## src/rtl/sram_xbar_n.sv

```systemverilog
// sram_xbar_n: one SRAM master fanned out to N_SLAVE slaves by base/mask address decode, with decode-error logging
module sram_xbar_n #(
  parameter int                            N_SLAVE       = 3,
  parameter int                            LEN_ADDR      = 64,
  parameter int                            LEN_DATA      = 64,
  parameter logic [N_SLAVE*LEN_ADDR-1:0]   SLV_BASE      = {64'h6000_0000, 64'h6400_0000, 64'h8000_0000},
  parameter logic [N_SLAVE*LEN_ADDR-1:0]   SLV_MASK      = {64'hF000_0000, 64'hFF00_0000, 64'hF000_0000},
  parameter bit                            REQ_REG       = 1'b0,
  parameter logic [LEN_DATA-1:0]           DEFAULT_RDATA = '0,
  parameter int                            CNT_W         = 16
) (
  input  logic                               clk,
  input  logic                               rstn,
  input  logic [LEN_ADDR-1:0]                master_addra,
  input  logic [LEN_DATA-1:0]                master_dina,
  output logic [LEN_DATA-1:0]                master_douta,
  input  logic                               master_ena,
  input  logic [LEN_DATA/8-1:0]              master_wea,
  output logic [N_SLAVE*LEN_ADDR-1:0]        slave_addra,
  output logic [N_SLAVE*LEN_DATA-1:0]        slave_dina,
  input  logic [N_SLAVE*LEN_DATA-1:0]        slave_douta,
  output logic [N_SLAVE-1:0]                 slave_ena,
  output logic [N_SLAVE*(LEN_DATA/8)-1:0]    slave_wea,
  output logic                               decerr,
  output logic [LEN_ADDR-1:0]                decerr_addr,
  output logic [CNT_W-1:0]                   decerr_cnt,
  input  logic                               decerr_clr
);
  localparam int LEN_WE = LEN_DATA / 8;
  localparam int SEL_W  = N_SLAVE > 1 ? $clog2(N_SLAVE) : 1;

  logic [LEN_ADDR-1:0] w_addr;
  logic [LEN_DATA-1:0] w_din;
  logic [LEN_WE-1:0]   w_wea;
  logic                w_ena;
  logic                w_hit;
  logic [SEL_W-1:0]    w_sel;
  logic                w_miss;
  logic                r_sel_vld;
  logic [SEL_W-1:0]    r_sel;
  logic                r_err;
  logic [LEN_ADDR-1:0] r_eaddr;
  logic [CNT_W-1:0]    r_cnt;

  generate
    if (REQ_REG) begin : g_req_reg
      logic [LEN_ADDR-1:0] r_addr;
      logic [LEN_DATA-1:0] r_din;
      logic [LEN_WE-1:0]   r_wea;
      logic                r_ena;
      // request stage: capture the master every cycle; reset leaves an idle request so an in-flight write is aborted
      always_ff @(posedge clk) begin
        if (!rstn) begin
          r_addr <= '0;
          r_din  <= '0;
          r_wea  <= '0;
          r_ena  <= 1'b0;
        end else begin
          r_addr <= master_addra;
          r_din  <= master_dina;
          r_wea  <= master_wea;
          r_ena  <= master_ena;
        end
      end
      assign w_addr = r_addr;
      assign w_din  = r_din;
      assign w_wea  = r_wea;
      assign w_ena  = r_ena;
    end else begin : g_req_comb
      assign w_addr = master_addra;
      assign w_din  = master_dina;
      assign w_wea  = master_wea;
      assign w_ena  = master_ena;
    end
  endgenerate

  // address decode: scan high to low so the lowest hitting slave index is the one that sticks
  always_comb begin
    w_hit = 1'b0;
    w_sel = '0;
    for (int i = N_SLAVE - 1; i >= 0; i--)
      if ((w_addr & SLV_MASK[i*LEN_ADDR +: LEN_ADDR]) ==
          (SLV_BASE[i*LEN_ADDR +: LEN_ADDR] & SLV_MASK[i*LEN_ADDR +: LEN_ADDR])) begin
        w_hit = 1'b1;
        w_sel = SEL_W'(i);
      end
  end

  assign w_miss      = w_ena & ~w_hit;
  assign slave_addra = {N_SLAVE{w_addr}};
  assign slave_dina  = {N_SLAVE{w_din}};

  // enables and byte strobes reach only the winning slave; a miss enables nobody so its write is dropped
  always_comb begin
    slave_ena = '0;
    slave_wea = '0;
    if (w_ena && w_hit) begin
      slave_ena[w_sel]                  = 1'b1;
      slave_wea[w_sel*LEN_WE +: LEN_WE] = w_wea;
    end
  end

  // response select: remember who was last accessed so read data holds like a plain SRAM between accesses
  always_ff @(posedge clk) begin
    if (!rstn) begin
      r_sel_vld <= 1'b0;
      r_sel     <= '0;
    end else if (w_ena) begin
      r_sel_vld <= w_hit;
      r_sel     <= w_sel;
    end
  end

  assign master_douta = r_sel_vld ? slave_douta[r_sel*LEN_DATA +: LEN_DATA] : DEFAULT_RDATA;

  // decode-error log: a new miss beats a simultaneous clear, the count saturates, the address survives a clear
  always_ff @(posedge clk) begin
    if (!rstn) begin
      r_err   <= 1'b0;
      r_eaddr <= '0;
      r_cnt   <= '0;
    end else begin
      r_err   <= w_miss | (r_err & ~decerr_clr);
      r_cnt   <= w_miss ? (decerr_clr ? CNT_W'(1) : r_cnt + CNT_W'(~&r_cnt)) : (decerr_clr ? '0 : r_cnt);
      r_eaddr <= w_miss ? w_addr : r_eaddr;
    end
  end

  assign decerr      = r_err;
  assign decerr_addr = r_eaddr;
  assign decerr_cnt  = r_cnt;
endmodule

```

## config.mk

```make
export PLATFORM = sky130hd
export DESIGN_NAME = sram_xbar_n
export DESIGN_NICKNAME = d
export VERILOG_FILES = /design/src/rtl/sram_xbar_n.sv
export SDC_FILE = /design/constraint.sdc
export NUM_CORES = 1
export LEC_CHECK = 0
export CORE_AREA = 2 2 342 344
export DETAILED_ROUTE_END_ITERATION = 12
export DIE_AREA = 0 0 344 346
export PLACE_DENSITY_LB_ADDON = 0.2
export SYNTH_ARGS = -nofsm -noshare
export SYNTH_HDL_FRONTEND = slang
export SYNTH_SLANG_ARGS = --single-unit
```

## constraint.sdc

```tcl
create_clock -name clk -period 7.81 [get_ports clk]
set_clock_uncertainty 0.05 [all_clocks]
set_input_delay 1.9525 -clock clk [delete_from_list [all_inputs] [get_ports clk]]
set_output_delay 1.9525 -clock clk [all_outputs]
set_load 0.01 [all_outputs]
```

==> flow_metrics.tcl, run 1 <==
set metrics [dict create \
    run_status "finished, final reports clean" \
    area_delta_synth_final_pct 66.3 \
    coreArea_mm2 0.115 \
    synth_flop_cell "dfxtp_1" \
    worst-slew-pin-transition_ns 1.24 \
    grt_pass1_vias 8227 \
    synthMuxAreaShare 0.0804 \
    cts_tree "yes" \
    pwr-share-seq 0.335 \
    critical_path_arrival_ns 5.28 \
    portBuffers 631 \
    grt_antenna_before_repair 7 \
    p_clk_frac 0.320 \
    post_synth_fa_ha_maj_area_fraction 0.0120 \
    root_buffer "clkbuf_16" \
    slew_headroom 0.167 \
    synth_top_area_share 0.348 \
    number_of_cells_produced_by_synthesis 1108 \
    yosys_warnings 0 \
    firstDrtPassIters 4 \
    fin_ws_ns 0.524 \
    complex_gate_fraction_of_the_synthesized_area 0.118 \
    wire_per_inst_um 15.5 \
    clock_sink_count 84 \
    class_of_the_tightest_hold_or_removal_check "reg -> reg" \
    register_area_share_after_synthesis 0.201 \
    synthesis.area_per_instance_um2 7.53 \
    synthSimpleGateAreaFrac 0.210 \
    cts.htree.levels 3 \
    cellPowerDensity_mw_per_mm2 99.0 \
    synth_top_family_by_area "buffers and inverters" \
    maximum_number_of_pins_on_one_net_before_global_route_repair 72 \
    period_share 0.933 \
    max-cap-violations 0 \
    totalNegativeSetupSlack_ns 0 \
    layout-drive-gt1-share 0.0337 \
    detailedPlace.worstSlack_ns 0.385 \
    min_period_ns 7.29 \
    pin_count 888 \
    post_synth_instance_area_mm2 0.00835 \
    drtIter0Drc 215 \
    layout.cells.most_common_list "630 x clkdlybuf4s50_1, 206 x nand2_1, 92 x and2_1" \
    detailroute.via_count 7723 \
    globalRoute.totalOverflow 0 \
    timing_worst_setup_path_type "in -> out" \
    synthDistinctLibCells 45 \
    mostFrequentLayoutCell "clkdlybuf4s50_1" \
    fp-row-count 125 \
    hold_violations 0 \
    grt_setup_unrepaired "false" \
    critPathCaptureType "output pin" \
    number_of_clock_buffers_inserted_by_tritoncts 9 \
    vias_per_instance 2.70 \
    cp_data_required_time_ns 5.81 \
    clk_pin_slew_ns 0.06 \
    floorplan.initialDensity 0.0723 \
    synth_top_area_cell "buf_4" \
    synth_enable_flop_cells 0 \
    report.final.slew_viol_count 0 \
    clockBufferDepth 2 \
    power.switching_fraction 0.310 \
    gp_congestion 0.731 \
    async_reset_ff_frac 0 \
    detail_route.drc_violations 0 \
    cts_resized 0 \
    power_switching_mw 0.426 \
    die_outline_area_mm2 0.119 \
    r2r_slack_ns 4.60 \
    post_layout_power_mw 1.37 \
    combPwrFrac 0.345 \
    postSynthRegisterBits 84 \
    synth.top_cells.by_area "buf_4 35%, dfxtp_1 20%, nand2_1 9.3%" \
    die_width_um 344 \
    postCtsHoldBufs 0 \
    finalSetupViolCount 0 \
    critical_path.max_fanout 8 \
    detailed_place_hpwl_um 37300 \
    wl_final_um 44200 \
    cts_setup_buffers 0 \
    grt_first_pass_wirelength_um 59900 \
    worstSkewPairLatency_ns 0.38 \
    post_synth_xor_area_fraction 0.00315 \
    critPathLaunchType "input pin" \
    die_height_um 346 \
    power_leakage_nw 4.42 \
    max_clock_freq_mhz 137 \
    route.antenna.remaining_nets 0 \
    gr-usage-all-layers 0.0703 \
    synthesis.nets 1448 \
    peakVddDrop_mv 0.0725 \
    total_internal_power_mw 0.948 \
    finalNetCount 1669 \
]
[Yosys cell counts (2+ instances only)]
master    count
ha_1          8
nand4_1       5
or4b_1        2
and4_1        5
or4_1         4
inv_1         5
nand2_1     206
buf_1         7
clkbuf_1     27
nand2b_1      4
nor2_1        7
a31oi_1       3
mux2i_1      67
a41o_1        3
and2_1       92
o31ai_1       3
or3_1         2
buf_2        16
xnor2_1       3
a21boi_1     60
nor4_1        3
buf_4       387
o21ai_0      68
a21boi_0      5
nand3_1       2
dfxtp_1      84
nor2b_1       6
a21oi_1       7
[kinds of logic after synthesis]
family | Yosys count
buffers and inverters | 442
adder cells (fa/ha/maj) | 8
AO/OA/AOI/OAI | 153
flip-flops | 84
multiplexers | 67
AND/OR/NAND/NOR | 351
XOR/XNOR | 3
[critical path, cell delays in order]
cell             delay, ns
clkdlybuf4s50_1       0.51
or4b_1                0.76
nor2_2                0.20
inv_1                 0.10
ha_1                  0.35
nor2b_1               0.17
and4b_1               0.44
and2_1                0.23
clkdlybuf4s50_1       0.56
[power groups by stage]
stage | Sequential (mW) | Combinational (mW) | Clock [mW]
6_report | 0.460 | 0.474 | 0.439
5_1_grt | 0.463 | 0.510 | 0.485
4_1_cts | 0.460 | 0.488 | 0.481
3_5_place_dp | 0.470 | 0.484 | 0
3_3_place_gp | 0.469 | 0.486 | 0
2_1_floorplan | 0.479 | 0.284 | 0
[layout make-up]
type	count	area, um^2
antenna	1	2.50
clock buffer	10	229
clock inverter	6	48.8
fill	13200	102000
inverter	5	18.8
multi-input combinational	582	3560
sequential	84	1690
tap	1524	1910
timing repair buffer	647	6430
[registers in the layout, summed over array words and instances (netlist names)]
signal	flops
r_sel_vld	1
decerr_addr	64
decerr_cnt	16
decerr	1
r_sel	2
[layer usage]
| metal | GRT usage | vias to the layer above | routed length, um | share of wire |
|---|---|---|---|---|
| met3 | 0.0262 | 114 | 4330 | 0.098 |
| met1 | 0.0756 | 3522 | 16900 | 0.38 |
| met5 | 0 | - | 13 | 0.00029 |
| met2 | 0.123 | 427 | 21700 | 0.49 |
| met4 | 0.0291 | 2 | 1380 | 0.031 |
| li1 | - | 3658 | - | - |
[worst paths after layout]
| check | from | to | cells past startpoint |
|---|---|---|---|
| max | master_addra[24] | slave_wea[17] | 9 |
| max reg2reg | decerr_cnt[3]$_SDFFE_PN0P_ | decerr_cnt[4]$_SDFFE_PN0P_ | 8 |
| min reg2reg | decerr_addr[20]$_SDFFE_PN0P_ | decerr_addr[20]$_SDFFE_PN0P_ | 2 |
| min | decerr_addr[20]$_SDFFE_PN0P_ | decerr_addr[20]$_SDFFE_PN0P_ | 2 |
[metrics by stage]
step	hold WS, ns	util	std cells	instance area [um^2]
final	0.400	0.120	2859	13900
after detailed placement	0.396	0.118	2842	13600
after floorplan	0.429	-	1108	8350
after CTS	0.406	0.120	2858	13900
after global placement	0.393	0.118	2842	13600
after global routing	0.419	0.120	2859	13900
No activity file was read; power rests on OpenSTA's default activity.
==> run 2, diff against run 1 <==
--- a/constraint.sdc
+++ b/constraint.sdc
@@ -4,2 +4,2 @@
 set_output_delay 1.9525 -clock clk [all_outputs]
-set_load 0.01 [all_outputs]
+set_load 0.005 [all_outputs]
==> flow_metrics.tcl, run 2 (same netlist as run 1, synthesis figures left out) <==
set metrics [dict create \
    run_status "finished, final reports clean" \
    cp_data_required_time_ns 5.81 \
    power.switching_fraction 0.290 \
    detail_route.drc_violations 0 \
    cts_tree "yes" \
    floorplan.initialDensity 0.0723 \
    worst-slew-pin-transition_ns 1.27 \
    class_of_the_tightest_hold_or_removal_check "reg -> reg" \
    hold_violations 0 \
    timing_worst_setup_path_type "in -> out" \
    min_period_ns 7.30 \
    finalSetupViolCount 0 \
    critical_path_arrival_ns 5.30 \
    layout.cells.most_common_list "630 x clkdlybuf4s50_1, 206 x nand2_1, 92 x and2_1" \
    coreArea_mm2 0.115 \
    drtIter0Drc 248 \
    grt_first_pass_wirelength_um 59200 \
    clockBufferDepth 2 \
    max-cap-violations 0 \
    grt_antenna_before_repair 5 \
    placedCellCount 2842 \
    peakVddDrop_mv 0.0867 \
    grt_setup_unrepaired "false" \
    root_buffer "clkbuf_16" \
    area_delta_synth_final_pct 67.0 \
    combPwrFrac 0.315 \
    die_width_um 344 \
    num-fill-cells 13300 \
    portBuffers 631 \
    vias_per_instance 2.70 \
    postCtsHoldBufs 0 \
    clk_pin_slew_ns 0.07 \
    critPathCaptureType "output pin" \
    detailroute.via_count 7722 \
    p_clk_frac 0.360 \
    final-instance-count-excl-fill 2864 \
    critPathLaunchType "input pin" \
    gr-usage-all-layers 0.0700 \
    gp_congestion 0.727 \
    pin_count 888 \
    clock_sink_count 84 \
    max_clock_freq_mhz 137 \
    power_leakage_nw 4.46 \
    layout-drive-gt1-share 0.0345 \
    final.hold.worst_slack_ns 0.403 \
    cellPowerDensity_mw_per_mm2 101 \
    worstSkewPairLatency_ns 0.39 \
    globalRoute.totalOverflow 0 \
    grt_pass1_vias 7859 \
    critical_path.max_fanout 8 \
    pwr-share-seq 0.326 \
    power_switching_mw 0.410 \
    slew_headroom 0.147 \
    mostFrequentLayoutCell "clkdlybuf4s50_1" \
    cts.htree.levels 3 \
    wire_per_inst_um 15.4 \
    period_share 0.935 \
    firstDrtPassIters 4 \
    die_outline_area_mm2 0.119 \
    number_of_clock_buffers_inserted_by_tritoncts 9 \
    total_internal_power_mw 1.00 \
    fp-row-count 125 \
    die_height_um 346 \
    cts_setup_buffers 0 \
    report.final.slew_viol_count 0 \
    detailed_place_hpwl_um 37100 \
    totalNegativeSetupSlack_ns 0 \
    route.antenna.remaining_nets 0 \
    maximum_number_of_pins_on_one_net_before_global_route_repair 72 \
    finalNetCount 1669 \
    wl_final_um 44200 \
    cts_resized 0 \
    largest_reg_flops 64 \
]
-- run 2: cell count changes in the layout (fill, tap and decap cells not counted) --
cell	delta
clkinv_4	-1
clkinvlp_4	-3
clkbuf_1	-1
bufinv_16	+1
clkbuf_16	+1
diode_2	+5
clkinv_2	+1
inv_8	+2
-- run 2: path summary, 6_finish.rpt --
path,to,depth (start not counted),slack (ns),startpoint
min,decerr_addr[31]$_SDFFE_PN0P_,2,0.40,decerr_addr[31]$_SDFFE_PN0P_
max,slave_wea[17],9,0.51,master_addra[24]
max reg2reg,decerr_cnt[4]$_SDFFE_PN0P_,8,4.63,decerr_cnt[4]$_SDFFE_PN0P_
min reg2reg,decerr_addr[31]$_SDFFE_PN0P_,2,0.40,decerr_addr[31]$_SDFFE_PN0P_
-- run 2: worst max-delay path, cell delays in order --
cell and delay, ns:
clkdlybuf4s50_1 0.51, or4b_1 0.75, nor2_2 0.21, inv_1 0.10, ha_1 0.34, nor2b_1 0.17, and4b_1 0.47, and2_1 0.26
clkdlybuf4s50_1 0.53
-- run 2: area by class of cell --
type                            count  area, um^2  share of cell area
Timing Repair Buffer              647        6430               0.461
Inverter                            5        18.8             0.00135
Multi-Input combinational cell    582        3560               0.255
Antenna cell                        6        15.0             0.00108
Sequential cell                    84        1690               0.121
Clock buffer                       10         250              0.0180
Clock inverter                      6        75.1             0.00539
Tap cell                         1524        1910               0.137
-- run 2: power by group through the flow --
| stage | registers, mW | logic (mW) | clock network [mW] |
|---|---|---|---|
| floorplan | 0.471 | 0.239 | 0 |
| global placement | 0.469 | 0.456 | 0 |
| detailed placement | 0.470 | 0.454 | 0 |
| CTS | 0.461 | 0.457 | 0.548 |
| global route | 0.463 | 0.478 | 0.554 |
| finish | 0.460 | 0.444 | 0.508 |
-- run 2: per-layer routing --
metal | GRT usage | wire length, um | vias up
met3 | 0.0264 | 4240 | 114
met2 | 0.122 | 21500 | 418
met4 | 0.0255 | 1300 | 2
li1 | - | - | 3665
met5 | 0 | 18 | -
met1 | 0.0767 | 17200 | 3523
-- run 2: through the flow --
step | worst slack (ns) | power [mW] | instance area [um^2] | util
global placement | 0.466 | 0.925 | 13600 | 0.118
global route | 0.332 | 1.50 | 13900 | 0.121
detailed placement | 0.423 | 0.924 | 13600 | 0.118
finish | 0.506 | 1.41 | 13900 | 0.121
CTS | 0.414 | 1.47 | 13900 | 0.121
floorplan | 2.00 | 0.710 | 8350 | -
